File: config.mk
export PLATFORM = sky130hd
export DESIGN_NAME = btable_port_arbiter
export DESIGN_NICKNAME = d
export VERILOG_FILES = /design/src/rtl/btable_port_arbiter.sv
export SDC_FILE = /design/constraint.sdc
export NUM_CORES = 1
export LEC_CHECK = 0
export BUFFER_PORTS_ARGS = -buffer_cell sky130_fd_sc_hd__buf_2
export CAP_MARGIN = 40
export CORE_AREA = 3 3 73 75
export DETAILED_ROUTE_END_ITERATION = 16
export DIE_AREA = 0 0 76 78
export GPL_TIMING_DRIVEN = 0
export PLACE_DENSITY_LB_ADDON = 0.2
export SYNTH_ARGS = -nofsm -noshare
export SYNTH_HDL_FRONTEND = slang
export SYNTH_SLANG_ARGS = --single-unit
File: constraint.sdc
create_clock -name clk -period 1.1 [get_ports clk]
set_clock_uncertainty 0.1 [all_clocks]
set_input_delay 0.22 -clock clk [delete_from_list [all_inputs] [get_ports clk]]
set_output_delay 0.22 -clock clk [all_outputs]
set_load 0.01 [all_outputs]
File: src/rtl/btable_port_arbiter.sv
`default_nettype none
// ============================================================================
// Module   : btable_port_arbiter
// Purpose  : Port-A arbiter for the blockB table. Round-robin between two
//            single-beat requesters. When BTABLE_ARB_INIT_EN is defined, the
//            table is first cleared to zero after reset.
// Revision : 1.0
// ============================================================================
module btable_port_arbiter #(
  parameter int DEPTH  = 64,
  parameter int DATA_W = 32,
  parameter int ADDR_W = $clog2(DEPTH)
) (
  input  logic                clk,
  input  logic                rst,
  input  logic [1:0]          req_valid,
  output logic [1:0]          req_ready,
  input  logic [1:0]          req_we,
  input  logic [2*ADDR_W-1:0] req_addr,
  input  logic [2*DATA_W-1:0] req_wdata,
  output logic [1:0]          rsp_valid,
  output logic                rsp_err,
  output logic [DATA_W-1:0]   rsp_rdata,
  output logic                mem_en,
  output logic                mem_we,
  output logic [ADDR_W-1:0]   mem_addr,
  output logic [DATA_W-1:0]   mem_wdata,
  input  logic [DATA_W-1:0]   mem_rdata,
  output logic                init_done
);

  localparam logic [ADDR_W:0] DEPTH_EXT = (ADDR_W+1)'(DEPTH);

  logic              run;
  logic              ptr;
  logic [1:0]        grant;
  logic              sel;
  logic              sel_we;
  logic [ADDR_W-1:0] sel_addr;
  logic [DATA_W-1:0] sel_wdata;
  logic              addr_ok;
  logic [1:0]        rsp_valid_q;
  logic              rsp_err_q;
  logic              rsp_rd_q;

`ifdef BTABLE_ARB_INIT_EN
  localparam logic [ADDR_W-1:0] LAST_ADDR = ADDR_W'(DEPTH - 1);

  typedef enum logic {S_INIT = 1'b0, S_RUN = 1'b1} state_t;
  state_t            state;
  logic [ADDR_W-1:0] init_cnt;
  logic              init_wr;

  always_ff @(posedge clk) begin
    if (rst) begin
      state    <= S_INIT;
      init_cnt <= '0;
    end else if (state == S_INIT) begin
      init_cnt <= init_cnt + ADDR_W'(1);
      if (init_cnt == LAST_ADDR) state <= S_RUN;
    end
  end

  // Gating with rst keeps the port quiet while reset is still held.
  assign run     = (state == S_RUN) && !rst;
  assign init_wr = (state == S_INIT) && !rst;
`else
  assign run = !rst;
`endif

  always_comb begin
    grant = 2'b00;
    if (run) begin
      if (req_valid == 2'b11) grant = ptr ? 2'b10 : 2'b01;
      else                    grant = req_valid;
    end
    sel       = grant[1];
    sel_we    = req_we[sel];
    sel_addr  = sel ? req_addr[2*ADDR_W-1:ADDR_W]  : req_addr[ADDR_W-1:0];
    sel_wdata = sel ? req_wdata[2*DATA_W-1:DATA_W] : req_wdata[DATA_W-1:0];
    addr_ok   = {1'b0, sel_addr} < DEPTH_EXT;

    mem_en    = 1'b0;
    mem_we    = 1'b0;
    mem_addr  = '0;
    mem_wdata = '0;
`ifdef BTABLE_ARB_INIT_EN
    if (init_wr) begin
      mem_en   = 1'b1;
      mem_we   = 1'b1;
      mem_addr = init_cnt;
    end else
`endif
    if ((grant != 2'b00) && addr_ok) begin
      mem_en    = 1'b1;
      mem_we    = sel_we;
      mem_addr  = sel_addr;
      mem_wdata = sel_wdata;
    end
  end

  always_ff @(posedge clk) begin
    if (rst) begin
      ptr         <= 1'b0;
      rsp_valid_q <= 2'b00;
      rsp_err_q   <= 1'b0;
      rsp_rd_q    <= 1'b0;
    end else begin
      if (grant != 2'b00) ptr <= ~sel;
      rsp_valid_q <= grant;
      rsp_err_q   <= (grant != 2'b00) && !addr_ok;
      rsp_rd_q    <= (grant != 2'b00) && addr_ok && !sel_we;
    end
  end

  // A response pending when reset arrives must never reach the requesters.
  assign req_ready = grant;
  assign rsp_valid = rst ? 2'b00 : rsp_valid_q;
  assign rsp_err   = rsp_err_q && !rst;
  assign rsp_rdata = (rsp_rd_q && !rst) ? mem_rdata : '0;
  assign init_done = run;

endmodule
`default_nettype wire

==> impl_metrics.py, run 1 <==
metrics = {
    "timing": {
        "period_minus_slack_ns": 1.65,
        "slew_viol_final": 0,
        "clock.fmax_mhz": 605,
        "rsz0062_at_grt": "true",
        "final-hold-violation-count": 0,
        "worst_slack_ns": -0.553,
        "setup_tns_ns": -32.40,
        "setup_viol": 78,
        "fin_crit_sh": 1.50,
    },
    "global_routing": {
        "overflow": 0,
        "grt_antenna_before_repair": 0,
        "grt_pass1_vias": 1964,
        "grt_pass1_wl_mm": 9.36,
        "grt_max_degree": 11,
        "grt_util_all_layers": 0.186,
    },
    "cts": {
        "cts_made_buffers": 3,
        "hold_buffers": 0,
        "clock_path_buffers": 2,
        "clk_pin_slew_ns": 0.03,
        "worstSkewPairLatency_ns": 0.21,
        "cts-root-buf": "clkbuf_8",
        "clkSinkCount": 4,
        "cts_tree": "yes",
        "h-tree-depth": 1,
    },
    "drt": {
        "vias_per_cell": 4.68,
        "drt-initial-drc-count": 55,
        "dr.pass1.iters": 4,
        "wirelength_mm": 6.50,
        "wl_met2_mm": 3.42,
        "routed.top_layer": "met4",
        "routedWlPerCell_um": 15.1,
        "route.met3.wl_um": 508,
        "drc": 0,
        "detail-route-antenna-nets": 0,
        "vias": 2015,
        "drt-met1-wl_mm": 2.43,
    },
    "power_and_ir_drop": {
        "power_leakage_nw": 1.50,
        "p_per_area_nw_per_um2": 532,
        "ir_drop_mv": 0.313,
        "p_total_mw": 1.49,
    },
    "worst_hold_path": {
        "worstHoldStart": "req_we[1]",
        "whs_path_depth": 2,
        "hold_path.class": "in -> reg",
    },
    "critical_path": {
        "crit_fanout": 10,
        "worstPathArrival_ns": 1.33,
        "start_kind": "register",
        "crit_required_ns": 0.78,
        "worstSetupPathType": "reg -> out",
        "startpoint": "ptr",
        "regToRegSetupSlack_ns": -0.06,
        "r2r_cells": 5,
        "rr_startpoint": "ptr",
        "crit_path_end_kind": "output pin",
    },
    "finish": {
        "final_common_cell": "buf_2",
        "syn2layout_area_growth_pct": 156,
        "final_cells": 431,
        "final_layout_size_suffix_gt1_frac": 0.777,
        "fin_util": 0.592,
        "antennaDiodeCount": 0,
        "layout_common_cells": "157 x buf_2, 45 x buf_6, 43 x nor2_1, 32 x and2_4, 26 x a32oi_1",
        "final_nets": 480,
    },
    "placement": {
        "place_inst": 411,
        "port-buffer-count": 189,
        "gp_congestion": 0.706,
        "hpwl_mm": 4.29,
        "post-place-ws_ns": -0.462,
    },
    "floorplanning": {
        "core.rowCount": 25,
        "ios": 192,
        "die_w_um": 76,
        "core-area_um2": 4720,
        "dieArea_um2": 5930,
        "die_y_um": 78,
        "start_util": 0.231,
    },
    "synth": {
        "yosysWarnings": 0,
        "netlist_instances": 155,
        "synth_seq_cells": 4,
        "yosysSeqAreaShare": 0.0733,
        "yosysTopAreaCell": "a32oi_1",
        "synth_cell_type_count": 18,
        "synth_area_um2": 1090,
        "synth.area.top_cells": "a32oi_1 31%, and2_1 19%, nor2_1 15%, clkbuf_8 10%, dfxtp_1 7.3%",
        "synth_top_area_share": 0.313,
        "synth.avg_cell_area_um2": 7.05,
        "synth_fp_nets": 269,
    },
    "job": {
        "cap_violations": 0,
    },
    "status": {
        "outcome": "finished with violations",
        "violations": "negative setup slack",
    },
}
==> worst max-delay path, stage by stage, from the launching register on <==
cell,delay [ns]
dfxtp_2,0.33
nand2b_4,0.18
clkbuf_8,0.17
a32oi_2,0.22
nor2_1,0.06
buf_2,0.15
==> final timing paths <==
check                        end
hold / removal          rsp_rd_q
setup / recovery    mem_wdata[2]
setup reg to reg  rsp_valid_q[0]
hold reg to reg              ptr
==> what timing repair did <==
action / 4_1_cts / 5_1_grt
gates cloned: 8 / 0
pin swaps: 35 / 5
buffers inserted: 7 / 2
setup endpoints to repair: 78 / 80
hold endpoints to repair: 0 / 0
resized for setup: 45 / 61
==> power by group <==
group,switching [mW],internal [mW],leakage (nW)
Sequential,0.00581,0.157,0.0338
Clock,0.0688,0.233,0.0216
Combinational,0.459,0.566,1.45
Total,0.534,0.956,1.50
==> kinds of logic (layout without fill, tap and decap cells) <==
family          after synthesis  count (layout)  share of synthesized area
simple gates                 85              85                      0.386
flops                         4               4                     0.0733
other cells                   1               1                    0.00343
compound gates               42              42                      0.348
buf+inv                      23             232                      0.189
==> stage by stage <==
stage | area, um2 | hold WS, ns
after floorplan | 1150 | 0.214
after global placement | 2180 | 0.336
after detailed placement | 2180 | 0.343
after CTS | 2510 | 0.110
after global routing | 2800 | 0.117
final | 2800 | 0.115
==> registers in the layout, indices dropped and copies added (netlist names) <==
register     count
rsp_valid_q      2
ptr              1
rsp_rd_q         1
==> synthesized netlist by cell type <==
| cell | count |
|---|---|
| clkbuf_1 | 5 |
| conb_1 | 1 |
| dfxtp_1 | 4 |
| o31ai_2 | 1 |
| a211oi_1 | 1 |
| inv_1 | 1 |
| and2_1 | 34 |
| nand2_1 | 2 |
| buf_4 | 2 |
| nor2b_1 | 3 |
| nand2b_4 | 1 |
| buf_1 | 1 |
| a21boi_4 | 1 |
| buf_2 | 2 |
| a32oi_1 | 39 |
| nor2_1 | 45 |
| buf_6 | 4 |
| clkbuf_8 | 8 |
==> cell type report <==
cell class              count  area [um2]
fillers                   421        1930
repair buffers            206        1330
multi-input cells         128         998
plain buffers              22         254
well taps                  67        83.8
flip-flops and latches      4        82.6
clock buffers               3        41.3
inverters                   1        3.75
==> routing by layer <==
| metal | global-route usage | vias up |
|---|---|---|
| li1 | - | 989 |
| met1 | 0.221 | 889 |
| met2 | 0.339 | 125 |
| met3 | 0.0360 | 12 |
| met4 | 0.0562 | 0 |
| met5 | 0 | - |
(Power assumes the default switching activity.)
==> inputs of run 2 (changes only) <==
- ABC_AREA: unset -> 1
- CORE_AREA: 3 3 73 75 -> unset
- CORE_MARGIN: unset -> 3
- CORE_UTILIZATION: unset -> 29
- DIE_AREA: 0 0 76 78 -> unset
==> impl_metrics.py, run 2 <==
metrics = {
    "status": {
        "outcome": "finished with violations",
        "violations": "negative setup slack",
    },
    "drt": {
        "dr.pass1.iters": 4,
        "drc": 0,
        "detail-route-antenna-nets": 0,
        "vias": 2628,
        "drt-initial-drc-count": 77,
        "wirelength_mm": 8.18,
        "routedWlPerCell_um": 15.0,
        "vias_per_cell": 4.81,
    },
    "finish": {
        "largest_reg_flops": 2,
        "final_common_cell": "buf_2",
        "layout_common_cells": "160 x buf_2, 42 x buf_6, 41 x nand2_1, 40 x nor2_2, 38 x nand3b_1",
        "fin_util": 0.791,
        "final_nets": 597,
        "design_area_um2": 3610,
        "final_cells": 546,
        "regMostFlops": "rsp_valid_q",
        "largestRegisters": "rsp_valid_q: 2 flops, ptr: 1 flops, rsp_rd_q: 1 flops",
        "final_layout_size_suffix_gt1_frac": 0.738,
        "syn2layout_area_growth_pct": 153,
        "antennaDiodeCount": 0,
    },
    "global_routing": {
        "grt_pass1_wl_mm": 11.5,
        "grt_antenna_before_repair": 0,
        "grt_max_degree": 11,
        "grt_pass1_vias": 2442,
        "overflow": 0,
        "grt_util_all_layers": 0.234,
    },
    "worst_hold_path": {
        "hold_path.class": "in -> reg",
        "worstHoldStart": "rst",
    },
    "critical_path": {
        "startpoint": "ptr",
        "crit_path_cell_trace": "inv_4 > nand2_8 > buf_8 > clkbuf_16 > a21oi_2 > nor2_2 > buf_2",
        "regToRegSetupSlack_ns": 0.03,
        "cp_slowest_stage_delay_ns": 0.32,
        "crit_required_ns": 0.78,
        "rr_startpoint": "ptr",
        "start_kind": "register",
        "crit_path_end_kind": "output pin",
        "worstSetupPathType": "reg -> out",
        "crit_fanout": 6,
        "cpMaxStageDelayCell": "dfxtp_2",
        "worstPathArrival_ns": 1.33,
    },
    "synth": {
        "synth_top_area_share": 0.200,
        "yosysSeqAreaShare": 0.0560,
        "synth_fp_nets": 391,
        "synth_edf_count": 0,
        "synth_cell_type_count": 19,
        "netlist_instances": 277,
        "synth.area.top_cells": "nand3b_1 20%, nor2_1 19%, nand2_1 12%, inv_1 11%, a21oi_1 9.8%",
        "yosysTopAreaCell": "nand3b_1",
        "synth.avg_cell_area_um2": 5.16,
        "synth_seq_cells": 4,
        "synth_area_um2": 1430,
        "synthFlopType": "dfxtp_1",
        "ys_top_cells_by_count": "74 x nor2_1, 45 x nand2_1, 41 x inv_1",
        "synthArstFlopShare": 0,
        "synth_most_common_cell": "nor2_1",
        "yosysWarnings": 0,
    },
    "floorplanning": {
        "die_w_um": 76.2,
        "start_util": 0.313,
        "dieArea_um2": 5810,
        "die_y_um": 76.2,
        "core-area_um2": 4560,
        "core.rowCount": 24,
        "ios": 192,
    },
    "power_and_ir_drop": {
        "pwr-share-seq": 0.088,
        "p_int_mw": 1.07,
        "power_leakage_nw": 1.87,
        "sw_frac_of_total": 0.429,
        "switchingPower_mw": 0.802,
        "ir_drop_mv": 0.352,
        "pwr-share-comb": 0.744,
        "p_per_area_nw_per_um2": 518,
        "power.share.clock": 0.168,
    },
    "placement": {
        "hpwl_mm": 5.26,
        "place_area_um2": 2800,
        "gp_congestion": 0.738,
        "port-buffer-count": 189,
        "place_inst": 531,
    },
    "cts": {
        "cts-root-buf": "clkbuf_8",
        "clock_path_buffers": 2,
        "cts_tree": "yes",
        "worstSkewPairLatency_ns": 0.22,
        "hold_buffers": 0,
        "cts_made_buffers": 3,
        "clkSinkCount": 4,
        "clk_pin_slew_ns": 0.03,
        "h-tree-depth": 1,
    },
    "timing": {
        "clock.fmax_mhz": 605,
        "setup_tns_ns": -27.21,
        "setup_viol": 74,
        "fin_crit_sh": 1.50,
        "rsz0062_at_grt": "true",
        "worst_slack_ns": -0.554,
        "hold_ws_ns": 0.111,
        "slew_viol_final": 0,
        "final-hold-violation-count": 0,
        "period_minus_slack_ns": 1.65,
    },
    "job": {
        "cap_violations": 0,
    },
}
[run 2: cell types whose count changed after synthesis, sizes merged, moves of 3 or more]
cell | before | now
a32oi | 39 | 0
nand3b | 0 | 38
buf | 9 | 19
a21oi | 0 | 38
and2 | 34 | 0
nand2 | 2 | 46
inv | 1 | 44
nor2 | 45 | 75
clkbuf | 13 | 6
nor2b | 3 | 0
[run 2: final cells by class]
type                       instances  area [um2]
clock buffer                       3        41.3
timing repair buffer             200        1370
sequential                         4        87.6
tap                               65        81.3
inverter                          44         175
buffer                            25         283
fill                             332         956
multi-input combinational        205        1570
[run 2: path summary, 6_finish.rpt]
check | end | depth (start not counted)
worst min-delay path | rsp_valid_q[0] | 2
worst max register to register | rsp_rd_q | 7
worst min register to register | rsp_valid_q[0] | 3
worst max-delay path | mem_wdata[21] | 7
[run 2: kinds of logic (layout without fill, tap and decap cells)]
family,count (synthesis),after routing,share of synthesized area
flip-flops,4,4,0.0560
AND/OR/NAND/NOR,163,164,0.545
other,1,1,0.00262
AO/OA/AOI/OAI,40,40,0.171
buffers and inverters,69,272,0.226
[run 2: stage by stage]
step | power (mW) | setup slack (ns)
floorplan | 0.804 | -0.158
global placement | 1.19 | -0.394
detailed placement | 1.21 | -0.404
CTS | 1.71 | -0.508
global route | 1.99 | -0.592
finish | 1.87 | -0.554
[run 2: critical path: cells and delay by family (launching register included)]
family          cells  cell delay, ns
flops               1            0.32
buf+inv             4            0.52
compound gates      1            0.14
simple gates        2            0.13
[run 2: power groups by stage]
| stage | sequential (mW) | clock [mW] | combinational, mW |
|---|---|---|---|
| floorplan | 0.161 | 0 | 0.643 |
| global placement | 0.161 | 0 | 1.03 |
| detailed placement | 0.162 | 0 | 1.05 |
| CTS | 0.163 | 0.310 | 1.23 |
| global route | 0.166 | 0.330 | 1.50 |
| finish | 0.164 | 0.314 | 1.39 |
[run 2: what timing repair did]
action,in CTS,in global routing
cloned,5,3
resized for setup,61,72
setup buffers,6,0
setup endpoints to repair,74,76
pin swaps,15,17
[run 2: routing by layer]
| metal | track usage | wire (um) | up-vias |
|---|---|---|---|
| met2 | 0.487 | 4510 | 140 |
| met1 | 0.234 | 2650 | 1194 |
| met3 | 0.0437 | 655 | 30 |
| met5 | 0 | 0 | - |
| li1 | - | - | 1264 |
| met4 | 0.0543 | 357 | 0 |
==> inputs of run 3 (changes only) <==
- CORE_AREA: unset -> 2 2 74 76
- CORE_MARGIN: 3 -> unset
- CORE_UTILIZATION: 29 -> unset
- DIE_AREA: unset -> 0 0 76 78
- clock period: 1.1 -> 1.6 ns (I/O delays scaled with it)
==> impl_metrics.py, run 3 (same netlist as run 2, synthesis figures left out) <==
metrics = {
    "critical_path": {
        "crit_path_end_kind": "output pin",
        "cpMaxStageDelayCell": "dfxtp_2",
        "cp_slowest_stage_delay_ns": 0.32,
        "critPathTopFamily": "buffers and inverters",
        "crit_required_ns": 1.18,
        "crit_buf_inv": 4,
        "crit_path_cell_trace": "inv_4 > nand2_8 > buf_8 > clkbuf_16 > a21oi_2 > nor2_1 > buf_2",
        "worstPathArrival_ns": 1.31,
        "start_kind": "register",
        "crit_fanout": 6,
        "worstSetupPathType": "reg -> out",
    },
    "finish": {
        "largest_reg_flops": 2,
        "largestRegisters": "rsp_valid_q: 2 flops, ptr: 1 flops, rsp_rd_q: 1 flops",
        "final_common_cell": "buf_2",
        "design_area_um2": 2800,
        "antennaDiodeCount": 0,
        "regArea_um2": 81.3,
        "regMostFlops": "rsp_valid_q",
        "multi_input_area_um2": 1090,
        "fillers": 519,
        "syn2layout_area_growth_pct": 96.1,
        "layout_common_cells": "194 x buf_2, 74 x nor2_1, 44 x nand2_1, 40 x inv_1, 38 x nand3b_1",
        "final_layout_size_suffix_gt1_frac": 0.530,
        "final_nets": 597,
    },
    "power_and_ir_drop": {
        "power.share.clock": 0.201,
        "ir_drop_mv": 0.240,
        "switchingPower_mw": 0.413,
        "pwr-share-comb": 0.694,
        "power_leakage_nw": 1.78,
        "sw_frac_of_total": 0.395,
        "p_int_mw": 0.634,
        "p_per_area_nw_per_um2": 374,
        "pwr-share-seq": 0.106,
    },
    "job": {
        "cap_violations": 0,
    },
    "cts": {
        "h-tree-depth": 1,
        "cts-root-buf": "clkbuf_8",
        "clk_pin_slew_ns": 0.03,
        "clkSinkCount": 4,
        "cts_tree": "yes",
        "worstSkewPairLatency_ns": 0.21,
        "clock_path_buffers": 2,
        "hold_buffers": 0,
        "cts_made_buffers": 3,
    },
    "drt": {
        "detail-route-antenna-nets": 0,
        "vias": 2369,
        "dr.pass1.iters": 4,
        "drc": 0,
        "drt-initial-drc-count": 49,
        "vias_per_cell": 4.30,
        "wirelength_mm": 6.11,
        "routedWlPerCell_um": 11.1,
    },
    "floorplanning": {
        "die_y_um": 78,
        "start_util": 0.283,
        "core-area_um2": 5040,
        "dieArea_um2": 5930,
        "die_w_um": 76,
        "core.rowCount": 26,
        "ios": 192,
    },
    "timing": {
        "setup_viol": 39,
        "period_minus_slack_ns": 1.73,
        "hold_ws_ns": 0.244,
        "worst_slack_ns": -0.128,
        "clock.fmax_mhz": 579,
        "slew_viol_final": 0,
        "rsz0062_at_grt": "true",
        "final-hold-violation-count": 0,
        "setup_tns_ns": -2.61,
        "fin_crit_sh": 1.08,
    },
    "global_routing": {
        "grt_pass1_vias": 2210,
        "grt_util_all_layers": 0.190,
        "grt_antenna_before_repair": 0,
        "grt_pass1_wl_mm": 9.60,
        "overflow": 0,
        "grt_max_degree": 11,
    },
    "worst_hold_path": {
        "hold_path.class": "in -> reg",
    },
    "status": {
        "violations": "negative setup slack",
        "outcome": "finished with violations",
    },
    "placement": {
        "post-place-ws_ns": -0.192,
        "place_area_um2": 2460,
        "hpwl_mm": 4.84,
        "port-buffer-count": 189,
        "gp_congestion": 0.756,
    },
}
run 3: cell count changes in the layout (fill, tap and decap cells not counted), sizes merged:
| cell | previous run | this run |
|---|---|---|
| buf | 223 | 221 |
| clkbuf | 5 | 7 |
run 3: repair_timing:
item | CTS | global route
cloned | 3 | 2
gates resized for setup | 35 | 16
pin swaps | 4 | 13
endpoints found under the setup margin | 40 | 42
setup buffers | 5 | 2
run 3: power by group through the flow:
stage	registers, mW	logic, mW	clock network (mW)
finish	0.111	0.726	0.210
global route	0.111	0.802	0.219
CTS	0.111	0.699	0.214
detailed placement	0.110	0.616	0
global placement	0.110	0.609	0
floorplan	0.110	0.340	0
run 3: final timing paths:
kind | from | end | slack, ns | cells after the start
hold / removal | rst | ptr | 0.24 | 2
setup reg to reg | ptr | rsp_rd_q | 0.52 | 7
hold reg to reg | ptr | ptr | 0.47 | 3
setup / recovery | ptr | mem_wdata[23] | -0.13 | 7
run 3: routing by layer:
layer | share of wire | GRT usage | vias to the layer above
met4 | 0.0031 | 0.0364 | 0
met3 | 0.098 | 0.0477 | 2
met5 | 0 | 0 | -
met2 | 0.51 | 0.378 | 126
met1 | 0.38 | 0.202 | 984
li1 | - | - | 1257
run 3: through the flow:
stage / std cells / power [mW] / util
after floorplan: 277 / 0.450 / -
after global placement: 536 / 0.719 / 0.488
after detailed placement: 536 / 0.727 / 0.488
after CTS: 547 / 1.02 / 0.538
after global routing: 551 / 1.13 / 0.556
final: 551 / 1.05 / 0.556
run 3: layout make-up:
class                      count  share of cell area
buffer                        25              0.0831
tap                           70              0.0313
clock buffer                   3              0.0147
multi-input combinational    205               0.388
sequential                     4              0.0290
timing repair buffer         200               0.393
inverter                      44              0.0607
